<file path="config.mk">
export PLATFORM = sky130hd
export DESIGN_NAME = ex_div
export DESIGN_NICKNAME = d
export VERILOG_FILES = /design/src/rtl/ex_div_pkg.sv /design/src/rtl/div_step.sv /design/src/rtl/ex_div.sv
export SDC_FILE = /design/constraint.sdc
export NUM_CORES = 1
export LEC_CHECK = 0
export ABC_AREA = 1
export CORE_MARGIN = 1
export CORE_UTILIZATION = 40
export CTS_BUF_LIST = sky130_fd_sc_hd__clkbuf_4 sky130_fd_sc_hd__clkbuf_8
export DETAILED_ROUTE_END_ITERATION = 7
export HOLD_SLACK_MARGIN = 0.08
export SLEW_MARGIN = 20
export SYNTH_ARGS = -nofsm -noshare
export SYNTH_HDL_FRONTEND = slang
export SYNTH_SLANG_ARGS = --single-unit
</file>
<file path="constraint.sdc">
create_clock -name clk -period 6.3 [get_ports clk]
set_input_delay 0.945 -clock clk [delete_from_list [all_inputs] [get_ports clk]]
set_output_delay 0.945 -clock clk [all_outputs]
set_load 0.05 [all_outputs]
</file>
<file path="src/rtl/ex_div_pkg.sv">
`default_nettype none
// ============================================================================
// Module   : ex_div_pkg
// Purpose  : Shared state encodings and handshake constants for the divider.
// Revision : 1.0
// ============================================================================
package ex_div_pkg;

   localparam int DIV_WIDTH = 32;

   typedef enum logic [1:0] {
      DivFree   = 2'b00,
      DivByZero = 2'b01,
      DivOn     = 2'b10,
      DivEnd    = 2'b11
   } div_state_e;

   localparam logic DivStart          = 1'b1;
   localparam logic DivStop           = 1'b0;
   localparam logic DivResultReady    = 1'b1;
   localparam logic DivResultNotReady = 1'b0;

endpackage
`default_nettype wire

</file>
<file path="src/rtl/div_step.sv">
`default_nettype none
// ============================================================================
// Module   : div_step
// Purpose  : One combinational restoring shift-subtract iteration.
// Revision : 1.0
// ============================================================================
module div_step
   import ex_div_pkg::*;
#(
   parameter int WIDTH = DIV_WIDTH
) (
   input  logic [WIDTH-1:0] rem_i,
   input  logic             bit_i,
   input  logic [WIDTH-1:0] divisor_i,
   output logic [WIDTH-1:0] rem_o,
   output logic             q_o
);

   logic [WIDTH:0] partial_d;
   logic [WIDTH:0] diff_d;

   // rem_i < divisor_i keeps the difference within WIDTH+1 signed bits,
   // so its MSB is the borrow.
   assign partial_d = {rem_i, bit_i};
   assign diff_d    = partial_d - {1'b0, divisor_i};
   assign q_o       = ~diff_d[WIDTH];
   assign rem_o     = q_o ? diff_d[WIDTH-1:0] : partial_d[WIDTH-1:0];

endmodule
`default_nettype wire

</file>
<file path="src/rtl/ex_div.sv">
`default_nettype none
// ============================================================================
// Module   : ex_div
// Purpose  : Multi-cycle signed/unsigned restoring divider for the EX stage.
// Revision : 1.0
// ============================================================================
module ex_div
   import ex_div_pkg::*;
#(
   parameter int WIDTH = DIV_WIDTH
) (
   input  logic               clk,
   input  logic               rst,
   input  logic               start_i,
   input  logic               signed_div_i,
   input  logic [WIDTH-1:0]   opdata1_i,
   input  logic [WIDTH-1:0]   opdata2_i,
   input  logic               annul_i,
   output logic [2*WIDTH-1:0] result_o,
   output logic               ready_o,
   output logic               busy_o
);

   localparam int CNT_W = $clog2(WIDTH);

   div_state_e       state_q;
   logic [CNT_W-1:0] cnt_q;
   logic [WIDTH-1:0] dvd_q;
   logic [WIDTH-1:0] dvs_q;
   logic [WIDTH-1:0] rem_q;
   logic             neg_quo_q;
   logic             neg_rem_q;

   logic             neg1_d;
   logic             neg2_d;
   logic [WIDTH-1:0] mag1_d;
   logic [WIDTH-1:0] mag2_d;
   logic [WIDTH-1:0] rem_d;
   logic             qbit_d;
   logic [WIDTH-1:0] quo_d;
   logic [WIDTH-1:0] quo_fix_d;
   logic [WIDTH-1:0] rem_fix_d;

   assign neg1_d = signed_div_i & opdata1_i[WIDTH-1];
   assign neg2_d = signed_div_i & opdata2_i[WIDTH-1];
   assign mag1_d = neg1_d ? -opdata1_i : opdata1_i;
   assign mag2_d = neg2_d ? -opdata2_i : opdata2_i;

   div_step #(.WIDTH(WIDTH)) u_step (
      .rem_i     (rem_q),
      .bit_i     (dvd_q[WIDTH-1]),
      .divisor_i (dvs_q),
      .rem_o     (rem_d),
      .q_o       (qbit_d)
   );

   // The dividend register shifts left; freed LSBs collect quotient bits.
   assign quo_d     = {dvd_q[WIDTH-2:0], qbit_d};
   assign quo_fix_d = neg_quo_q ? -quo_d : quo_d;
   assign rem_fix_d = neg_rem_q ? -rem_d : rem_d;

   assign busy_o = (state_q == DivByZero) || (state_q == DivOn);

   always_ff @(posedge clk or posedge rst) begin
      if (rst) begin
         state_q   <= DivFree;
         cnt_q     <= '0;
         dvd_q     <= '0;
         dvs_q     <= '0;
         rem_q     <= '0;
         neg_quo_q <= 1'b0;
         neg_rem_q <= 1'b0;
         result_o  <= '0;
         ready_o   <= DivResultNotReady;
      end else begin
         case (state_q)
            DivFree: begin
               if (start_i == DivStart) begin
                  cnt_q     <= '0;
                  rem_q     <= '0;
                  dvs_q     <= mag2_d;
                  neg_quo_q <= neg1_d ^ neg2_d;
                  neg_rem_q <= neg1_d;
                  if (opdata2_i == '0) begin
                     state_q <= DivByZero;
                     dvd_q   <= opdata1_i;
                  end else begin
                     state_q <= DivOn;
                     dvd_q   <= mag1_d;
                  end
               end
            end
            DivByZero: begin
               if (annul_i) begin
                  state_q <= DivFree;
               end else begin
                  state_q  <= DivEnd;
                  result_o <= {dvd_q, {WIDTH{1'b1}}};
                  ready_o  <= DivResultReady;
               end
            end
            DivOn: begin
               if (annul_i) begin
                  state_q <= DivFree;
                  cnt_q   <= '0;
               end else begin
                  dvd_q <= quo_d;
                  rem_q <= rem_d;
                  cnt_q <= cnt_q + CNT_W'(1);
                  if (cnt_q == CNT_W'(WIDTH - 1)) begin
                     state_q  <= DivEnd;
                     result_o <= {rem_fix_d, quo_fix_d};
                     ready_o  <= DivResultReady;
                  end
               end
            end
            DivEnd: begin
               if (annul_i || (start_i == DivStop)) begin
                  state_q  <= DivFree;
                  result_o <= '0;
                  ready_o  <= DivResultNotReady;
               end
            end
            default: state_q <= DivFree;
         endcase
      end
   end

endmodule
`default_nettype wire

</file>
==> out/results.ini, run 1 <==
[cells_and_area]
multi_input_area_mm2 = 0.00802
area_growth_syn_to_layout_pct = 15.2
nFillCells = 3612
share_of_post_route_cells_with_drive_strength_above_1_pct = 4.98
final_net_count = 2366
antenna_cells_inserted = 0
register_area_mm2 = 0.00425

[critical_path]
worst-endpoint-arrival_ps = 5440
critPathMaxStageDelay_ps = 430
cp-end-kind = flip-flop
kind_of_start_point_of_the_critical_path = flip-flop
crit_slowest_cell = sky130_fd_sc_hd__fa_1
worst_ep_required_time_ps = 6750
timing.critical_path.fanout_max = 15
worst_setup_path_class = flip-flop to flip-flop

[floorplan]
die_w_um = 187
initial_utilization_pct = 40.8
fp.dieH_um = 187
die_area_mm2 = 0.0351
io_pins = 135
floorplan.core_area_mm2 = 0.0337
core.rowCount = 67

[yosys]
synth_sequential_area_ratio_pct = 31.0
post_synth_inst_count = 2163
post-synth-top-count-cell = sky130_fd_sc_hd__nand2_1
cell_taking_the_most_area_after_synthesis = sky130_fd_sc_hd__dfrtp_1
synthDistinctLibCells = 51
count_of_flip_flops_with_a_built_in_enable_after_synthesis = 0
share_of_async_settable_or_async_resettable_flops_after_synthesis_pct = 100
netlist_area_mm2 = 0.0137
synth.ff_latch_count = 170
synth_top_area_share_pct = 31.0
synth-warning-count = 0
yosys-top-cells-count = sky130_fd_sc_hd__nand2_1 (604), sky130_fd_sc_hd__inv_1 (289), sky130_fd_sc_hd__nor2_1 (242)
cells_taking_the_most_area_after_synthesis = sky130_fd_sc_hd__dfrtp_1 (31%), sky130_fd_sc_hd__nand2_1 (17%), sky130_fd_sc_hd__inv_1 (7.9%)
synth_top_flop_cell = sky130_fd_sc_hd__dfrtp_1
syn_nets = 2275
synth_area_per_cell_um2 = 6.35

[cts]
post-cts-setup-buffer-count = 0
cts_buffers = 17
clock_root_buffer = sky130_fd_sc_hd__clkbuf_8
post_cts_resize_count = 0
tritoncts = built
cts-htree-levels = 4
max-clock-path-buffers = 2
cts_sinks = 170
clock_insertion_delay_worst_skew_ps = 520
holdBufCountCts = 0
path_clk_slew_ps = 120

[placement]
buffer_ports.inserted = 134
dp_hpwl_um = 35200
routabilityCongestion = 0.919

[detailed_routing]
wl_per_cell_um = 16.7
average_via_count_per_standard_cell = 5.19
antenna_left = 0
drt_first_pass_iters = 8
drcViolationCount = 0
drt_initial_violations = 1249
via_count_of_the_routed_design = 14100
routed_wl_um = 45300

[sta]
fmax_mhz = 200
final.min_clock_period_ps = 4990
max-slew-margin-rel_pct = 24.6
post-route-period-util_pct = 79.3
tns_ps = 0
finalClockSkew_ps = 28.8
worst_pin_slew_ps = 1130
hold_viol_final = 0
number_of_max_slew_violations_in_the_final_report = 0
rsz0062_at_grt = false
count_of_endpoints_failing_setup_in_the_final_report = 0

[global_routing]
grt_use_total_pct = 26.2
globalRoute.busiestLayer = met2
grt_remaining_overflow = 0
global_route.usage.met1_pct = 38.0
gr-usage-met3_pct = 3.56
grt_max_degree = 109
grt_pass1_vias = 13200
grtUsageMet2_pct = 40.1
first_pass_grt_wire_length_um = 72200
antenna_found_initial = 0

[worst_hold_path]
hold_class = flip-flop to flip-flop

[status]
result_of_the_run = complete, no violations

[flow_run]
max_cap_viol_count = 0

metal layers:
layer / up-vias / wire, µm
li1: 7133 / -
met2: 406 / 19700
met5: - / 0
met4: 0 / 1080
met3: 63 / 2240
met1: 6496 / 22300
sequential cells by signal, summed over array words and instances (netlist names):
signal,count
cnt_q,5
result_o,64
neg_rem_q,1
dvd_q,32
dvs_q,32
state_q,2
ready_o,1
rem_q,32
neg_quo_q,1
worst paths after layout:
check | start | end | slack (ps) | cells past startpoint
min in group asynchronous | rst | result_o[13]$_DFFE_PP0P_ | 960 | 2
max in group asynchronous | rst | result_o[55]$_DFFE_PP0P_ | 4140 | 3
hold reg to reg | dvs_q[29]$_DFFE_PP0P_ | dvs_q[29]$_DFFE_PP0P_ | 490 | 2
setup reg to reg | dvd_q[31]$_DFFE_PP0P_ | result_o[28]$_DFFE_PP0P_ | 1310 | 28
hold / removal | dvs_q[29]$_DFFE_PP0P_ | dvs_q[29]$_DFFE_PP0P_ | 490 | 2
setup / recovery | dvd_q[31]$_DFFE_PP0P_ | result_o[28]$_DFFE_PP0P_ | 1310 | 28
area by class of cell:
class | count | area share, %
Multi-Input combinational cell | 1615 | 50.7
Clock buffer | 19 | 1.65
Sequential cell | 170 | 26.9
Inverter | 304 | 7.25
Tap cell | 448 | 3.54
Timing Repair Buffer | 146 | 9.05
Clock inverter | 13 | 0.925
kinds of logic (layout without fill, tap and decap cells):
kind of cell	count (synthesis)	after routing	synth area share, %
AND/OR/NAND/NOR	1134	1134	35.4
flip-flops	170	170	31.0
XOR/XNOR	64	64	4.08
buffers and inverters	378	482	10.8
AO/OA/AOI/OAI	374	374	14.8
adder cells (fa/ha/maj)	43	43	3.97
through the flow:
stage	cells	hold WS (ps)	util, %	instance area, µm²	setup slack, ps
3_3_place_gp	2683	469	45.7	15400	1340
6_report	2715	495	47.0	15800	1310
5_1_grt	2715	523	47.0	15800	832
3_5_place_dp	2683	478	45.7	15400	1080
4_1_cts	2715	503	46.9	15800	1380
2_1_floorplan	2163	453	-	13700	752
cells in the final DEF (no fill, tap or decap), types with 4 or more instances in the layout:
| cell type | Yosys | layout |
|---|---|---|
| sky130_fd_sc_hd__nand3_1 | 163 | 163 |
| sky130_fd_sc_hd__inv_2 | 13 | 12 |
| sky130_fd_sc_hd__dfrtp_1 | 170 | 170 |
| sky130_fd_sc_hd__o21ai_0 | 135 | 135 |
| sky130_fd_sc_hd__o22ai_1 | 27 | 27 |
| sky130_fd_sc_hd__nor4_1 | 10 | 10 |
| sky130_fd_sc_hd__xor2_1 | 50 | 50 |
| sky130_fd_sc_hd__nand3b_1 | 11 | 11 |
| sky130_fd_sc_hd__a21o_1 | 4 | 4 |
| sky130_fd_sc_hd__o211ai_1 | 17 | 17 |
| sky130_fd_sc_hd__nand2_2 | 19 | 20 |
| sky130_fd_sc_hd__nand4_1 | 25 | 25 |
| sky130_fd_sc_hd__nor2_2 | 6 | 8 |
| sky130_fd_sc_hd__clkbuf_8 | 0 | 19 |
| sky130_fd_sc_hd__and2_1 | 5 | 5 |
| sky130_fd_sc_hd__xnor2_1 | 14 | 14 |
| sky130_fd_sc_hd__o21ai_1 | 11 | 11 |
| sky130_fd_sc_hd__inv_1 | 289 | 288 |
| sky130_fd_sc_hd__nor3_1 | 22 | 22 |
| sky130_fd_sc_hd__nand2_4 | 8 | 8 |
| sky130_fd_sc_hd__nand3_2 | 4 | 4 |
| sky130_fd_sc_hd__clkdlybuf4s50_1 | 0 | 134 |
| sky130_fd_sc_hd__nor2_1 | 242 | 240 |
| sky130_fd_sc_hd__ha_1 | 42 | 41 |
| sky130_fd_sc_hd__inv_6 | 0 | 6 |
| sky130_fd_sc_hd__a31oi_1 | 8 | 8 |
| sky130_fd_sc_hd__buf_4 | 3 | 12 |
| sky130_fd_sc_hd__nand2_1 | 604 | 603 |
| sky130_fd_sc_hd__a21oi_1 | 156 | 156 |
worst max-delay path, delay by kind of cell (launching register included):
kind | cells | cell delay, ps
AOI/OAI and AO/OA | 3 | 630
adders and majority gates | 3 | 820
buffers and inverters | 4 | 390
DFF | 1 | 400
and+or+nand+nor | 18 | 2680
Power of run 1 is left out: the tool's default activity adds up to more than one toggle a clock period on the data nets, which glitch-free logic cannot reach.
==> run 2: changes to the inputs <==
Clock period 6.3 ns to 5.19 ns, I/O delays scaled along.
==> run 2 against run 1 <==
  * Wire length fell by 0.86%
  * Clock-buffer cell count is 2 higher
  * Sequential share of layout area about the same
  * Setup slack got worse by 710 ps
  * Largest cell class unchanged
==> out/results.ini, run 2 (synthesized netlist as in run 1, its figures left out) <==
[critical_path]
critPathMaxStageDelay_ps = 420  ; about the same
worst_ep_required_time_ps = 5630  ; -1120 ps
cp_top_family = simple AND/OR/NAND/NOR gates
setup.reg_to_reg.worst_slack_ps = 600  ; -710 ps
worst_setup_path_class = flip-flop to flip-flop
worst-endpoint-arrival_ps = 5030  ; -410 ps
critPathBufInv = 4  ; unchanged
worst-r2r-cell-count = 28  ; unchanged
rr_endpoint = result_o[28]$_DFFE_PP0P_
cp-end-kind = flip-flop
kind_of_start_point_of_the_critical_path = flip-flop
reg2reg_from = dvd_q[31]$_DFFE_PP0P_
crit_slowest_cell = sky130_fd_sc_hd__fa_1
timing.critical_path.fanout_max = 5  ; -10

[detailed_routing]
drt_initial_violations = 1319  ; +5.6%
routed_wl_um = 44900  ; -0.86%
drt_first_pass_iters = 7  ; -1
drcViolationCount = 0  ; unchanged
via_count_of_the_routed_design = 14300  ; +1.4%
antenna_left = 0  ; unchanged
wl_per_cell_um = 16.5  ; -1.0%
average_via_count_per_standard_cell = 5.26  ; +1.3%

[cells_and_area]
area_growth_syn_to_layout_pct = 15.2  ; about the same
layout.cells.non_filler = 2720  ; +0.18%
largest_register_ffs = 64  ; unchanged
final_net_count = 2371  ; +0.21%
share_of_post_route_cells_with_drive_strength_above_1_pct = 5.19  ; +0.21 points
layout.cells.most_common_list = sky130_fd_sc_hd__nand2_1 (603), sky130_fd_sc_hd__inv_1 (288), sky130_fd_sc_hd__nor2_1 (240), sky130_fd_sc_hd__dfrtp_1 (170), sky130_fd_sc_hd__nand3_1 (163)
antenna_cells_inserted = 0  ; unchanged
nFillCells = 3534  ; -2.2%
registers.top_by_ff_count = result_o
layout_commonest_cell = sky130_fd_sc_hd__nand2_1

[floorplan]
fp.dieH_um = 187  ; unchanged
die_area_mm2 = 0.0351  ; unchanged
core.rowCount = 67  ; unchanged
io_pins = 135  ; unchanged
floorplan.core_area_mm2 = 0.0337  ; unchanged
initial_utilization_pct = 40.8  ; unchanged
die_w_um = 187  ; unchanged

[global_routing]
first_pass_grt_wire_length_um = 70800  ; -2.0%
antenna_found_initial = 0  ; unchanged
grt_max_degree = 171  ; +57%
grt_remaining_overflow = 0  ; unchanged
grt_pass1_vias = 13000  ; -1.8%
grt_use_total_pct = 25.8  ; -0.45 points

[cts]
post-cts-setup-buffer-count = 0  ; unchanged
clock_root_buffer = sky130_fd_sc_hd__clkbuf_8
path_clk_slew_ps = 100  ; -20 ps
max-clock-path-buffers = 2  ; unchanged
cts_buffers = 17  ; unchanged
tritoncts = built
cts-htree-levels = 4  ; unchanged
clock_insertion_delay_worst_skew_ps = 510  ; about the same
holdBufCountCts = 0  ; unchanged
cts_sinks = 170  ; unchanged
post_cts_resize_count = 0  ; unchanged

[worst_hold_path]
hold_class = flip-flop to flip-flop
min_path_cells = 2  ; unchanged
hold_start = dvs_q[10]$_DFFE_PP0P_
whs_endpoint = dvs_q[10]$_DFFE_PP0P_

[placement]
routabilityCongestion = 0.925  ; +0.67%
buffer_ports.inserted = 134  ; unchanged
dp_hpwl_um = 34600  ; -1.6%
post-place-cells = 2688  ; +0.19%

[flow_run]
max_cap_viol_count = 0  ; unchanged

[sta]
number_of_max_slew_violations_in_the_final_report = 0  ; unchanged
max-slew-margin-rel_pct = 33.2  ; +8.6 points
fmax_mhz = 218  ; +8.8%
rsz0062_at_grt = false
worst_pin_slew_ps = 1000  ; -129 ps
tns_ps = 0  ; unchanged
post-route-period-util_pct = 88.4  ; +9.2 points
final.min_clock_period_ps = 4590  ; -404 ps
count_of_endpoints_failing_setup_in_the_final_report = 0  ; unchanged
finalClockSkew_ps = 15.8  ; -13.0 ps
hold_viol_final = 0  ; unchanged

[status]
result_of_the_run = complete, no violations

-- run 2: cell types whose count changed in the layout (fill, tap and decap cells not counted), sizes merged --
cell,change
buf,+5
bufinv,-1
inv,-4
clkinv,+3
clkbuf,+2
-- run 2: layout make-up --
| type | instances | area [µm²] | area share, % |
|---|---|---|---|
| Timing Repair Buffer | 151 | 1480 | 9.36 |
| Sequential cell | 170 | 4250 | 26.9 |
| Clock buffer | 21 | 277 | 1.75 |
| Clock inverter | 11 | 87.6 | 0.553 |
| Inverter | 304 | 1140 | 7.23 |
| Tap cell | 448 | 561 | 3.54 |
| Multi-Input combinational cell | 1615 | 8020 | 50.7 |
-- run 2: worst max-delay path by stage --
stage | to | slack [ps] | cells after the start | startpoint
finish | result_o[28]$_DFFE_PP0P_ | 600 | 28 | dvd_q[31]$_DFFE_PP0P_
global route | result_o[28]$_DFFE_PP0P_ | 290 | 28 | dvd_q[31]$_DFFE_PP0P_
CTS | result_o[28]$_DFFE_PP0P_ | 680 | 28 | dvd_q[31]$_DFFE_PP0P_
detailed placement | result_o[28]$_DFFE_PP0P_ | 720 | 28 | dvd_q[31]$_DFFE_PP0P_
global placement | result_o[30]$_DFFE_PP0P_ | 850 | 28 | dvd_q[31]$_DFFE_PP0P_
floorplan | result_o[30]$_DFFE_PP0P_ | 1230 | 30 | dvd_q[31]$_DFFE_PP0P_
-- run 2: metrics by stage --
step	hold slack (ps)	worst slack (ps)	utilization, %	instance area, µm²
3_5_place_dp	473	720	45.9	15500
5_1_grt	523	291	47.0	15800
4_1_cts	496	682	47.0	15800
3_3_place_gp	468	854	45.9	15500
6_report	490	600	47.0	15800
2_1_floorplan	453	1230	-	13700
-- run 2: layer usage --
metal  up-vias  wire length (µm)  GRT usage (%)
met5         -                 0              0
met1      6653             21600           37.5
li1       7144                 -              -
met3        44              2580           3.21
met2       460             19900           40.0
met4         0               781           6.78
-- run 2: tightest hold or removal path, stage by stage, from the launching register on --
cell                      delay, ps
sky130_fd_sc_hd__dfrtp_1        350
sky130_fd_sc_hd__nand2_1         50
sky130_fd_sc_hd__o21ai_0         50
Power of run 2 is left out for the same reason.
